**config.mk**
```make
export PLATFORM = sky130hd
export DESIGN_NAME = debug_uart_rx_flat
export DESIGN_NICKNAME = d
export VERILOG_FILES = /design/src/rtl/debug_uart_rx_pkg.sv /design/src/rtl/debug_uart_rx_if.sv /design/src/rtl/debug_uart_rx_fifo.sv /design/src/rtl/debug_uart_rx.sv /design/src/flat_wrapper.sv
export SDC_FILE = /design/constraint.sdc
export NUM_CORES = 1
export LEC_CHECK = 0
export ABC_CLOCK_PERIOD_IN_PS = 2400
export CAP_MARGIN = 20
export CORE_ASPECT_RATIO = 1.1
export CORE_UTILIZATION = 50
export CTS_CLUSTER_DIAMETER = 100
export DETAILED_ROUTE_END_ITERATION = 10
export GPL_TIMING_DRIVEN = 0
export PLACE_DENSITY = 0.8
export SLEW_MARGIN = 25
export SYNTH_ARGS = -nofsm -noshare
export SYNTH_HDL_FRONTEND = slang
export SYNTH_HIERARCHICAL = 1
export SYNTH_SLANG_ARGS = --single-unit
```
**constraint.sdc**
```tcl
create_clock -name clk -period 2.4 [get_ports clk]
set_input_delay 0.24 -clock clk [delete_from_list [all_inputs] [get_ports clk]]
set_output_delay 0.24 -clock clk [all_outputs]
set_load 0.1 [all_outputs]
```
**src/rtl/debug_uart_rx_pkg.sv**
```systemverilog
// Shared definitions for the debug UART receiver.
// Holds the register offsets and status bit positions that the tinyQV
// address decode and the TX side also rely on, the receive FSM state
// encoding, and a small helper for decoding tinyQV bus strobes.
package debug_uart_rx_pkg;

  // Register offsets within the debug UART peripheral window.
  localparam logic [3:0] RX_DATA_OFS   = 4'h0;
  localparam logic [3:0] RX_STATUS_OFS = 4'h4;

  // Status register bit positions.
  localparam int ST_NONEMPTY  = 0;
  localparam int ST_FULL      = 1;
  localparam int ST_OVERRUN   = 2;
  localparam int ST_FRAMING   = 3;
  localparam int ST_LEVEL_LSB = 8;

  typedef enum logic [2:0] {
    RX_IDLE  = 3'd0,
    RX_START = 3'd1,
    RX_DATA  = 3'd2,
    RX_STOP  = 3'd3,
    RX_BREAK = 3'd4
  } rx_state_e;

  // tinyQV strobes are active when not all-ones.
  function automatic logic is_access(input logic [1:0] strobe_n);
    return strobe_n != 2'b11;
  endfunction

endpackage

```
**src/rtl/debug_uart_rx_if.sv**
```systemverilog
// tinyQV data-bus slice seen by the debug UART receiver.
//   sel_data / sel_status : register selects from the top-level decode
//   data_read_n / data_write_n : tinyQV strobes, != 2'b11 means active
//   data_in   : write data
//   data_out  : read data (combinational in the peripheral)
//   data_ready: peripheral ready
interface debug_uart_rx_if;
  logic        sel_data;
  logic        sel_status;
  logic [1:0]  data_read_n;
  logic [1:0]  data_write_n;
  logic [31:0] data_in;
  logic [31:0] data_out;
  logic        data_ready;

  modport master (
    output sel_data, sel_status, data_read_n, data_write_n, data_in,
    input  data_out, data_ready
  );

  modport slave (
    input  sel_data, sel_status, data_read_n, data_write_n, data_in,
    output data_out, data_ready
  );
endinterface

```
**src/rtl/debug_uart_rx_fifo.sv**
```systemverilog
// Receive byte FIFO for the debug UART.
//   clk, rst : clock, synchronous active-high reset (flushes the FIFO)
//   push/din : write a byte; accepted when not full, or when full with a pop
//   pop      : remove the head; ignored when empty
//   dout     : combinational head byte, 8'h00 when empty
//   empty, full, level : occupancy
module debug_uart_rx_fifo #(
  parameter int DEPTH = 4,
  parameter int LW    = $clog2(DEPTH) + 1
) (
  input  logic          clk,
  input  logic          rst,
  input  logic          push,
  input  logic          pop,
  input  logic [7:0]    din,
  output logic [7:0]    dout,
  output logic          empty,
  output logic          full,
  output logic [LW-1:0] level
);
  localparam int AW = $clog2(DEPTH);

  logic [7:0]    mem [DEPTH];
  logic [AW-1:0] wr_ptr;
  logic [AW-1:0] rd_ptr;
  logic [LW-1:0] count;
  logic          wr_en;
  logic          rd_en;

  assign empty = (count == '0);
  assign full  = (count == LW'(DEPTH));
  assign level = count;

  // A pop frees the slot in the same cycle, so a full FIFO still accepts
  // a push that coincides with a pop.
  assign rd_en = pop && !empty;
  assign wr_en = push && (!full || pop);

  assign dout = empty ? 8'h00 : mem[rd_ptr];

  always_ff @(posedge clk) begin
    if (wr_en) mem[wr_ptr] <= din;
  end

  always_ff @(posedge clk) begin
    if (rst) begin
      wr_ptr <= '0;
      rd_ptr <= '0;
      count  <= '0;
    end else begin
      if (wr_en) wr_ptr <= wr_ptr + 1'b1;
      if (rd_en) rd_ptr <= rd_ptr + 1'b1;
      case ({wr_en, rd_en})
        2'b10:   count <= count + 1'b1;
        2'b01:   count <= count - 1'b1;
        default: count <= count;
      endcase
    end
  end
endmodule

```
**src/rtl/debug_uart_rx.sv**
```systemverilog
// Debug UART receiver (8N1) for tinyQV, companion of the debug UART TX.
//   clk, rst     : system clock, synchronous active-high reset
//   uart_rxd     : asynchronous serial input, idle high
//   bus          : tinyQV data-bus slice (slave side): data and status registers
//   rx_interrupt : level interrupt, high while received bytes are unread
//
// Receive FSM:
//   state    | meaning
//   RX_IDLE  | line idle, waiting for a falling edge
//   RX_START | half a bit in, confirm the start bit is still low
//   RX_DATA  | sample 8 data bits LSB-first, one per bit time
//   RX_STOP  | sample stop bit; high pushes the byte, low is a framing error
//   RX_BREAK | line held low after a framing error, wait for it to go high
module debug_uart_rx
  import debug_uart_rx_pkg::*;
#(
  parameter int CLOCK_MHZ  = 14,
  parameter int BIT_RATE   = 1_000_000,
  parameter int FIFO_DEPTH = 4
) (
  input  logic            clk,
  input  logic            rst,
  input  logic            uart_rxd,
  debug_uart_rx_if.slave  bus,
  output logic            rx_interrupt
);
  localparam int CLKS_PER_BIT = CLOCK_MHZ * 1_000_000 / BIT_RATE;
  localparam int TW           = $clog2(CLKS_PER_BIT);
  localparam int LW           = $clog2(FIFO_DEPTH) + 1;
  localparam logic [TW-1:0] HALF_RELOAD = TW'(CLKS_PER_BIT / 2 - 1);
  localparam logic [TW-1:0] BIT_RELOAD  = TW'(CLKS_PER_BIT - 1);

  logic            rxd_m, rxd_s, rxd_p;
  rx_state_e       state;
  logic [TW-1:0]   timer;
  logic [2:0]      bit_idx;
  logic [7:0]      shift;
  logic            push_q;
  logic            ferr_pulse;
  logic            overrun, framing_err;
  logic            fifo_empty, fifo_full;
  logic [7:0]      fifo_head;
  logic [LW-1:0]   fifo_level;
  logic            rd_req, clr_req;
  logic            unused_data_in;

  // Two-flop synchroniser plus one delayed copy for falling-edge detection.
  always_ff @(posedge clk) begin
    if (rst) begin
      rxd_m <= 1'b1;
      rxd_s <= 1'b1;
      rxd_p <= 1'b1;
    end else begin
      rxd_m <= uart_rxd;
      rxd_s <= rxd_m;
      rxd_p <= rxd_s;
    end
  end

  always_ff @(posedge clk) begin
    if (rst) begin
      state      <= RX_IDLE;
      timer      <= '0;
      bit_idx    <= '0;
      shift      <= '0;
      push_q     <= 1'b0;
      ferr_pulse <= 1'b0;
    end else begin
      push_q     <= 1'b0;
      ferr_pulse <= 1'b0;
      case (state)
        RX_IDLE: begin
          if (rxd_p && !rxd_s) begin
            timer <= HALF_RELOAD;
            state <= RX_START;
          end
        end
        RX_START: begin
          if (timer == '0) begin
            if (!rxd_s) begin
              timer   <= BIT_RELOAD;
              bit_idx <= '0;
              state   <= RX_DATA;
            end else begin
              state <= RX_IDLE;
            end
          end else begin
            timer <= timer - 1'b1;
          end
        end
        RX_DATA: begin
          if (timer == '0) begin
            shift <= {rxd_s, shift[7:1]};
            timer <= BIT_RELOAD;
            if (bit_idx == 3'd7) state <= RX_STOP;
            else bit_idx <= bit_idx + 1'b1;
          end else begin
            timer <= timer - 1'b1;
          end
        end
        RX_STOP: begin
          if (timer == '0) begin
            if (rxd_s) begin
              push_q <= 1'b1;
              state  <= RX_IDLE;
            end else begin
              ferr_pulse <= 1'b1;
              state      <= RX_BREAK;
            end
          end else begin
            timer <= timer - 1'b1;
          end
        end
        RX_BREAK: begin
          if (rxd_s) state <= RX_IDLE;
        end
        default: state <= RX_IDLE;
      endcase
    end
  end

  assign rd_req  = bus.sel_data && is_access(bus.data_read_n);
  assign clr_req = bus.sel_status && is_access(bus.data_write_n);

  // shift stays stable from the last data bit until the next frame starts,
  // so it can feed the FIFO directly when push_q fires.
  debug_uart_rx_fifo #(.DEPTH(FIFO_DEPTH), .LW(LW)) u_fifo (
    .clk   (clk),
    .rst   (rst),
    .push  (push_q),
    .pop   (rd_req),
    .din   (shift),
    .dout  (fifo_head),
    .empty (fifo_empty),
    .full  (fifo_full),
    .level (fifo_level)
  );

  // Sticky flags: a new error in the same cycle as a clear write wins.
  always_ff @(posedge clk) begin
    if (rst) begin
      overrun     <= 1'b0;
      framing_err <= 1'b0;
    end else begin
      if (push_q && fifo_full && !rd_req) overrun <= 1'b1;
      else if (clr_req && bus.data_in[2])  overrun <= 1'b0;
      if (ferr_pulse)                          framing_err <= 1'b1;
      else if (clr_req && bus.data_in[3])      framing_err <= 1'b0;
    end
  end

  always_comb begin
    bus.data_out = 32'hFFFF_FFFF;
    if (bus.sel_data) begin
      bus.data_out = {23'h0, !fifo_empty, fifo_head};
    end else if (bus.sel_status) begin
      bus.data_out = 32'h0;
      bus.data_out[ST_NONEMPTY]           = !fifo_empty;
      bus.data_out[ST_FULL]               = fifo_full;
      bus.data_out[ST_OVERRUN]            = overrun;
      bus.data_out[ST_FRAMING]            = framing_err;
      bus.data_out[ST_LEVEL_LSB +: 8]     = {{(8 - LW){1'b0}}, fifo_level};
    end
  end

  assign bus.data_ready = 1'b1;
  assign rx_interrupt   = !fifo_empty;

  assign unused_data_in = ^{bus.data_in[31:4], bus.data_in[1:0]};
endmodule

```
**src/flat_wrapper.sv**
```systemverilog
// flat-port wrapper written by rule: the top's interface ports become plain ports
module debug_uart_rx_flat import debug_uart_rx_pkg::*;
#(
  parameter int CLOCK_MHZ  = 14,
  parameter int BIT_RATE   = 1_000_000,
  parameter int FIFO_DEPTH = 4
)
  (clk, rst, uart_rxd, rx_interrupt, bus_sel_data, bus_sel_status, bus_data_read_n, bus_data_write_n, bus_data_in, bus_data_out, bus_data_ready);
  debug_uart_rx_if bus_i ();
  input  logic clk;
  input  logic rst;
  input  logic uart_rxd;
  output logic rx_interrupt;
  input wire logic [$bits(bus_i.sel_data)-1:0] bus_sel_data;
  input wire logic [$bits(bus_i.sel_status)-1:0] bus_sel_status;
  input wire logic [$bits(bus_i.data_read_n)-1:0] bus_data_read_n;
  input wire logic [$bits(bus_i.data_write_n)-1:0] bus_data_write_n;
  input wire logic [$bits(bus_i.data_in)-1:0] bus_data_in;
  output wire logic [$bits(bus_i.data_out)-1:0] bus_data_out;
  output wire logic [$bits(bus_i.data_ready)-1:0] bus_data_ready;
  assign bus_i.sel_data = bus_sel_data;
  assign bus_i.sel_status = bus_sel_status;
  assign bus_i.data_read_n = bus_data_read_n;
  assign bus_i.data_write_n = bus_data_write_n;
  assign bus_i.data_in = bus_data_in;
  assign bus_data_out = bus_i.data_out;
  assign bus_data_ready = bus_i.data_ready;
  debug_uart_rx #(.CLOCK_MHZ(CLOCK_MHZ), .BIT_RATE(BIT_RATE), .FIFO_DEPTH(FIFO_DEPTH)) u_core (.clk(clk), .rst(rst), .uart_rxd(uart_rxd), .bus(bus_i), .rx_interrupt(rx_interrupt));
endmodule
```
==> results of run 1 <==
per-layer routing:
metal,wire length [µm],vias to the layer above,global-route usage (%)
met5,0,-,0
met4,80,0,7.72
met3,379,9,6.67
met2,2800,74,32.8
met1,2280,1000,21.8
li1,-,1064,-
cells in the final DEF, fill, tap and decap left out, drive strengths merged, types with 2 or more instances in the layout:
master	count
o21ai	5
clkdlybuf4s50	9
nand2b	5
buf	36
inv	15
ha	9
clkbuf	16
dfxtp	34
or2	3
nor3	3
o2111ai	2
a21o	4
mux2i	2
a221oi	2
nor2b	10
nand3	9
edfxtp	32
nor3b	6
clkinvlp	3
nor2	21
xor2	3
dlygate4sd2	2
clkinv	3
clkdlybuf4s15	21
and2	5
or3	3
a21oi	26
o21a	2
nand2	20
mux4	8
a21boi	3
layout make-up:
class	instances	area [µm²]
Clock buffer	9	124
Fill cell	465	2030
Inverter	15	56.3
Buffer	33	224
Timing Repair Buffer	43	412
Clock inverter	7	70.1
Multi-Input combinational cell	164	1260
Sequential cell	66	1640
Tap cell	77	96.3
how the worst max path moves through the flow:
stage | slack (ns) | cells past startpoint | from | to
after floorplan | -0.05 | 4 | u_core/u_fifo/level[0]$_SDFFE_PP0P_ | bus_data_out[0]
after global placement | -0.51 | 11 | bus_sel_data | u_core/u_fifo/level[2]$_SDFFE_PP0P_
after detailed placement | -0.59 | 11 | bus_sel_data | u_core/u_fifo/level[2]$_SDFFE_PP0P_
after CTS | -0.25 | 5 | bus_sel_data | bus_data_out[3]
after global routing | -0.01 | 4 | bus_sel_status | bus_data_out[19]
final | 0.10 | 6 | flip-flop | bus_data_out[1]
registers in the layout (all words and copies together) (netlist names), 2 cells and up, named ones only:
register and cells:
u_core/bit_idx 3, u_core/u_fifo/level 3, u_core/u_fifo/wr_ptr 2, u_core/shift 8, u_core/state 3, u_core/u_fifo/rd_ptr 2
u_core/u_fifo/mem 32, u_core/timer 4
kinds of logic after synthesis:
logic type / after synthesis / synth area share, %
AND/OR/NAND/NOR: 87 / 15.4
flip-flops: 66 / 52.3
AO/OA/AOI/OAI: 52 / 11.2
buffers and inverters: 48 / 8.93
multiplexers: 11 / 6.86
adder cells (fa/ha/maj): 10 / 4.23
XOR/XNOR: 3 / 0.838
other: 1 / 0.120
power breakdown:
group          internal (mW)  total (mW)  switching, mW  leakage, nW
Clock                  0.475       0.881          0.406       0.0889
Sequential              1.18        1.19         0.0123        0.572
Combinational          0.125       0.458          0.333        0.779
==> impl_results.md, run 1 <==
- Setup ws final: 0.102 ns
- Global Route Usage Sum: 19.1%
- Ys Warns: 6
- Leakage: 1.44 nW
- DP Wirelength: 4100 µm
- First-pass GRT wire length: 9740 µm
- Worst Path Required: 2.16 ns
- Die Y: 85.1 µm
- EDFF count, synth: 32
- Remaining antenna violation count: 0
- Area after DPL: 0.00369 mm²
- Iter 0 DRT Violations: 57
- Slowest cell on the critical path: mux4_2
- CTS Buffer Depth: 2
- Initial antenna violation count: 0
- Synthesized area: 0.00314 mm²
- Die footprint: 0.00659 mm²
- Share of cells above drive strength 1: 30.9%
- Root Driver: clkbuf_8
- Seq/Total Area, Yosys: 52.3%
- Non-filler cells in the finished layout: 414
- TritonCTS buffer count: 9
- Dpl ws: -0.587 ns
- Crit. End Element: output pin
- Routability cong.: 0.807
- Detailed-route DRC error count: 0
- Critical path class: flip-flop to output pin
- Max-slew violation count: 0
- Crit path max fanout: 8
- WHS: 0.425 ns
- Crit share post-route: 95.8%
- TritonCTS clock tree: yes
- Cts hold-fix bufs: 0
- Post-synthesis cell count: 278
- GRT overflow: 0
- Row cnt: 29
- Post-DR vias/cell: 5.19
- # IOs: 75
- WL final: 5540 µm
- FFs w/ async S/R, synth: 0%
- Routed WL per cell: 13.4 µm
- Worst Setup Start Kind: flip-flop
- Dominant synthesized flop cell: dfxtp_1
- Post-CTS sizing: 99
- # setup viols final: 0
- Syn_area_per_cell: 11.3 µm²
- Crit path DAT: 2.06 ns
- Minimum clock period: 2.30 ns
- Slowest stage delay, CP: 0.49 ns
- Synth-to-Final Area Change: 23.9%
- Via Count: 2147
- # Max-Cap Violations: 0
- Setup_tns: 0 ns
- R2R Path Start: u_core/u_fifo/level[1]$_SDFFE_PP0P_
- Post-CTS Setup Bufs: 0
- Worst slew margin: 36.8%
- Hold Crit Start: u_core/rxd_m$_SDFF_PP1_
- Buf/Inv on CP: 3
- Area share of the largest cell type after synthesis: 30.6%
- Worst slew pin tran: 0.952 ns
- Util after Layout: 65.7%
- Clk slew on worst S/H paths: 0.07 ns
- # diodes: 0
- Most frequent cell after synthesis: dfxtp_1
- Final net count: 383
- Maximum clock rate: 435 MHz
- Power Dens Cells: 651 mW/mm²
- Commonest cells post-synth: 34 x dfxtp_1, 32 x edfxtp_1, 25 x a21oi_1
- Dpl cells: 398
- I/O Buffers: 43
- Crit path cell chain: buf_6 > mux4_2 > nor2b_1 > inv_1 > a21oi_2 > clkdlybuf4s15_2
- Largest net degree at the start of global routing: 26
- Die X-Extent: 77.5 µm
- Reg2reg path depth: 9
- Drt first pass iters: 6
- Distinct cells, synth: 50
- Final Hold Fails: 0
- CTS sink cnt: 66
- Post-synth top area cell: edfxtp_1
- Worst-case clock skew: 0.00429 ns
- Critical path's top delay family: buffers and inverters
- Vias in the first global route: 2056
- VDD IR max: 0.444 mV
- Syn nets: 329
- Hold EP: u_core/rxd_s$_SDFF_PP1_
- R2r setup slk: 0.19 ns
- CTS H-tree depth: 3
- Worst-Skew Late Latency: 0.34 ns
- Reg-to-Reg End: u_core/u_fifo/level[2]$_SDFFE_PP0P_
- Total chip power: 2.53 mW
- Yosys reg bits: 66
- Initial core utilization: 53.0%
- Core area: 0.00591 mm²
- Design Area, Final: 0.00389 mm²
- Status: finished, final reports clean
- Largest cells by area after synthesis: edfxtp_1 31%, dfxtp_1 22%, mux4_2 5.7%
- Worst Hold Path Cells: 1
- Min-Delay Path Class: flip-flop to flip-flop
Note: power is estimated with default switching activity, not from simulation.
==> run 2: changes to the inputs <==
--- a/config.mk
+++ b/config.mk
@@ -8,6 +8,7 @@
 export ABC_CLOCK_PERIOD_IN_PS = 2400
 export CAP_MARGIN = 20
 export CORE_ASPECT_RATIO = 1.1
+export CORE_MARGIN = 2
 export CORE_UTILIZATION = 50
 export CTS_CLUSTER_DIAMETER = 100
 export DETAILED_ROUTE_END_ITERATION = 10
==> run 2 against run 1 <==
Against the previous run:
- sequential share of layout area grew 0.19 points
- clock skew grew 0.0077 ns
- count of clock-buffer cells in the layout grew 1
- global-route usage shrank 1.5 points
- sequential cell count is the same
- highest routed layer unchanged
- combinational power is essentially flat
==> impl_results.md, run 2 (synthesis results as in run 1) <==
- Worst-case clock skew: 0.0119 ns
- Min-Delay Path Class: flip-flop to flip-flop
- # diodes: 0
- Synth-to-Final Area Change: 23.3%
- Worst-Skew Late Latency: 0.34 ns
- Hold Crit Start: u_core/rxd_m$_SDFF_PP1_
- Share of cells above drive strength 1: 30.8%
- Power Dens Cells: 632 mW/mm²
- R2R Path Start: u_core/u_fifo/level[2]$_SDFFE_PP0P_
- CTS sink cnt: 66
- First-pass GRT wire length: 9430 µm
- Area after DPL: 0.00369 mm²
- Worst Path Required: 2.68 ns
- CTS H-tree depth: 3
- Via Count: 2129
- # IOs: 75
- Crit path max fanout: 7
- Dpl ws: -0.506 ns
- Util after Layout: 63.2%
- Commonest non-fill, non-tap cells in the layout: 34 x dfxtp_1, 32 x edfxtp_1, 22 x a21oi_1
- Final net count: 384
- Detailed-route DRC error count: 0
- GRT overflow: 0
- # Max-Cap Violations: 0
- Die X-Extent: 79.5 µm
- Crit-path most repeated cell: inv_1
- Setup ws final: 0.151 ns
- Internal Power: 1.68 mW
- Max FFs per register: 32
- Core area: 0.00612 mm²
- Crit path DAT: 2.53 ns
- P_sw: 767 µW
- DP Wirelength: 4040 µm
- Combinational power share: 18.8%
- Reg2reg path depth: 9
- Largest net degree at the start of global routing: 26
- TritonCTS clock tree: yes
- Leakage: 1.44 nW
- Seq pwr share: 48.7%
- Clk pwr share: 32.5%
- Remaining antenna violation count: 0
- Critical path's top delay family: simple AND/OR/NAND/NOR gates
- Initial antenna violation count: 0
- Worst Setup Start Kind: flip-flop
- Post-CTS Setup Bufs: 0
- Routed WL per cell: 13.6 µm
- RSZ-0062 raised after global routing: no
- Die footprint: 0.00692 mm²
- Crit. End Element: flip-flop
- Vias in the first global route: 2112
- Row cnt: 30
- Hold EP: u_core/rxd_s$_SDFF_PP1_
- Design Area, Final: 0.00387 mm²
- Post-DR vias/cell: 5.09
- I/O Buffers: 43
- Setup_tns: 0 ns
- WHS: 0.413 ns
- Worst Setup SP: u_core/u_fifo/level[2]$_SDFFE_PP0P_
- TritonCTS buffer count: 9
- Worst slew margin: 36.7%
- Commonest non-fill, non-tap cell in the layout: dfxtp_1
- Sw frac: 31.4%
- Slowest cell on the critical path: dfxtp_1
- Iter 0 DRT Violations: 59
- Final Hold Fails: 0
- Root Driver: clkbuf_8
- Initial core utilization: 51.3%
- Status: finished, final reports clean
- Clk slew on worst S/H paths: 0.08 ns
- Buf/Inv on CP: 2
- Reg-to-Reg End: u_core/u_fifo/level[2]$_SDFFE_PP0P_
- Top flop regs: u_core/u_fifo/mem (32), u_core/shift (8), u_core/timer (4)
- Total chip power: 2.45 mW
- Worst path depth: 9
- Crit share post-route: 93.7%
- Routability cong.: 0.804
- Worst slew pin tran: 0.953 ns
- Global Route Usage Sum: 17.7%
- Largest register by flop count: u_core/u_fifo/mem
- Die Y: 87.1 µm
- Max-slew violation count: 0
- Crit path cell chain: nor3b_2 > a21boi_4 > inv_1 > ha_1 > inv_1 > fa_1 > xor2_1 > or3_1 > a21oi_1
- Minimum clock period: 2.25 ns
- Drt first pass iters: 7
- # setup viols final: 0
- Non-filler cells in the finished layout: 418
- Critical path class: flip-flop to flip-flop
- Dpl cells: 401
- Maximum clock rate: 445 MHz
- WL final: 5690 µm
- VDD IR max: 0.467 mV
- R2r setup slk: 0.15 ns
- CTS Buffer Depth: 2
- Slowest stage delay, CP: 0.40 ns
- Worst Hold Path Cells: 1
-- run 2: changes by cell type in the layout (fill, tap and decap cells not counted), sizes merged --
cell	delta
clkinvlp	-2
clkinv	+2
clkbuf	+3
bufinv	-1
nor2	+1
buf	-2
-- run 2: repair_timing --
action	4_1_cts	5_1_grt
setup endpoints to repair	35	28
gates resized for setup	103	12
cloned	0	1
endpoints found under the hold margin	0	0
hold buffers	0	0
-- run 2: routing by layer --
layer	global-route usage [%]	up-vias	routed length [µm]
met4	7.52	0	101
li1	-	1067	-
met1	18.5	983	2300
met2	32.0	69	2890
met5	0	-	0
met3	6.02	10	404
-- run 2: worst register-to-register path, cell delays in order, from the launching register on --
cell,delay (ns)
dfxtp_1,0.40
nor3b_2,0.35
a21boi_4,0.15
inv_1,0.08
ha_1,0.18
inv_1,0.06
fa_1,0.38
xor2_1,0.16
or3_1,0.30
a21oi_1,0.14
-- run 2: worst max path at each step --
stage                                                     end  slack [ns]
after floorplan                               bus_data_out[0]       -0.05
after global placement                        bus_data_out[3]       -0.49
after detailed placement                      bus_data_out[3]       -0.51
after CTS                                     bus_data_out[0]       -0.16
after global routing      u_core/u_fifo/level[2]$_SDFFE_PP0P_        0.01
final                     u_core/u_fifo/level[2]$_SDFFE_PP0P_        0.15
-- run 2: power groups by stage --
| stage | sequential (mW) | combinational, mW | clock (mW) |
|---|---|---|---|
| after global routing | 1.19 | 0.483 | 0.864 |
| after floorplan | 1.21 | 0.368 | 0 |
| after global placement | 1.22 | 0.466 | 0 |
| after CTS | 1.19 | 0.459 | 0.819 |
| after detailed placement | 1.22 | 0.470 | 0 |
| final | 1.19 | 0.459 | 0.796 |
-- run 2: cell type report --
cell class              count  area (µm²)
multi-input cells         165        1270
clock inverters             6        43.8
clock buffers              10         128
repair buffers             43         407
inverters                  15        56.3
fillers                   480        2250
plain buffers              33         224
well taps                  80         100
flip-flops and latches     66        1640
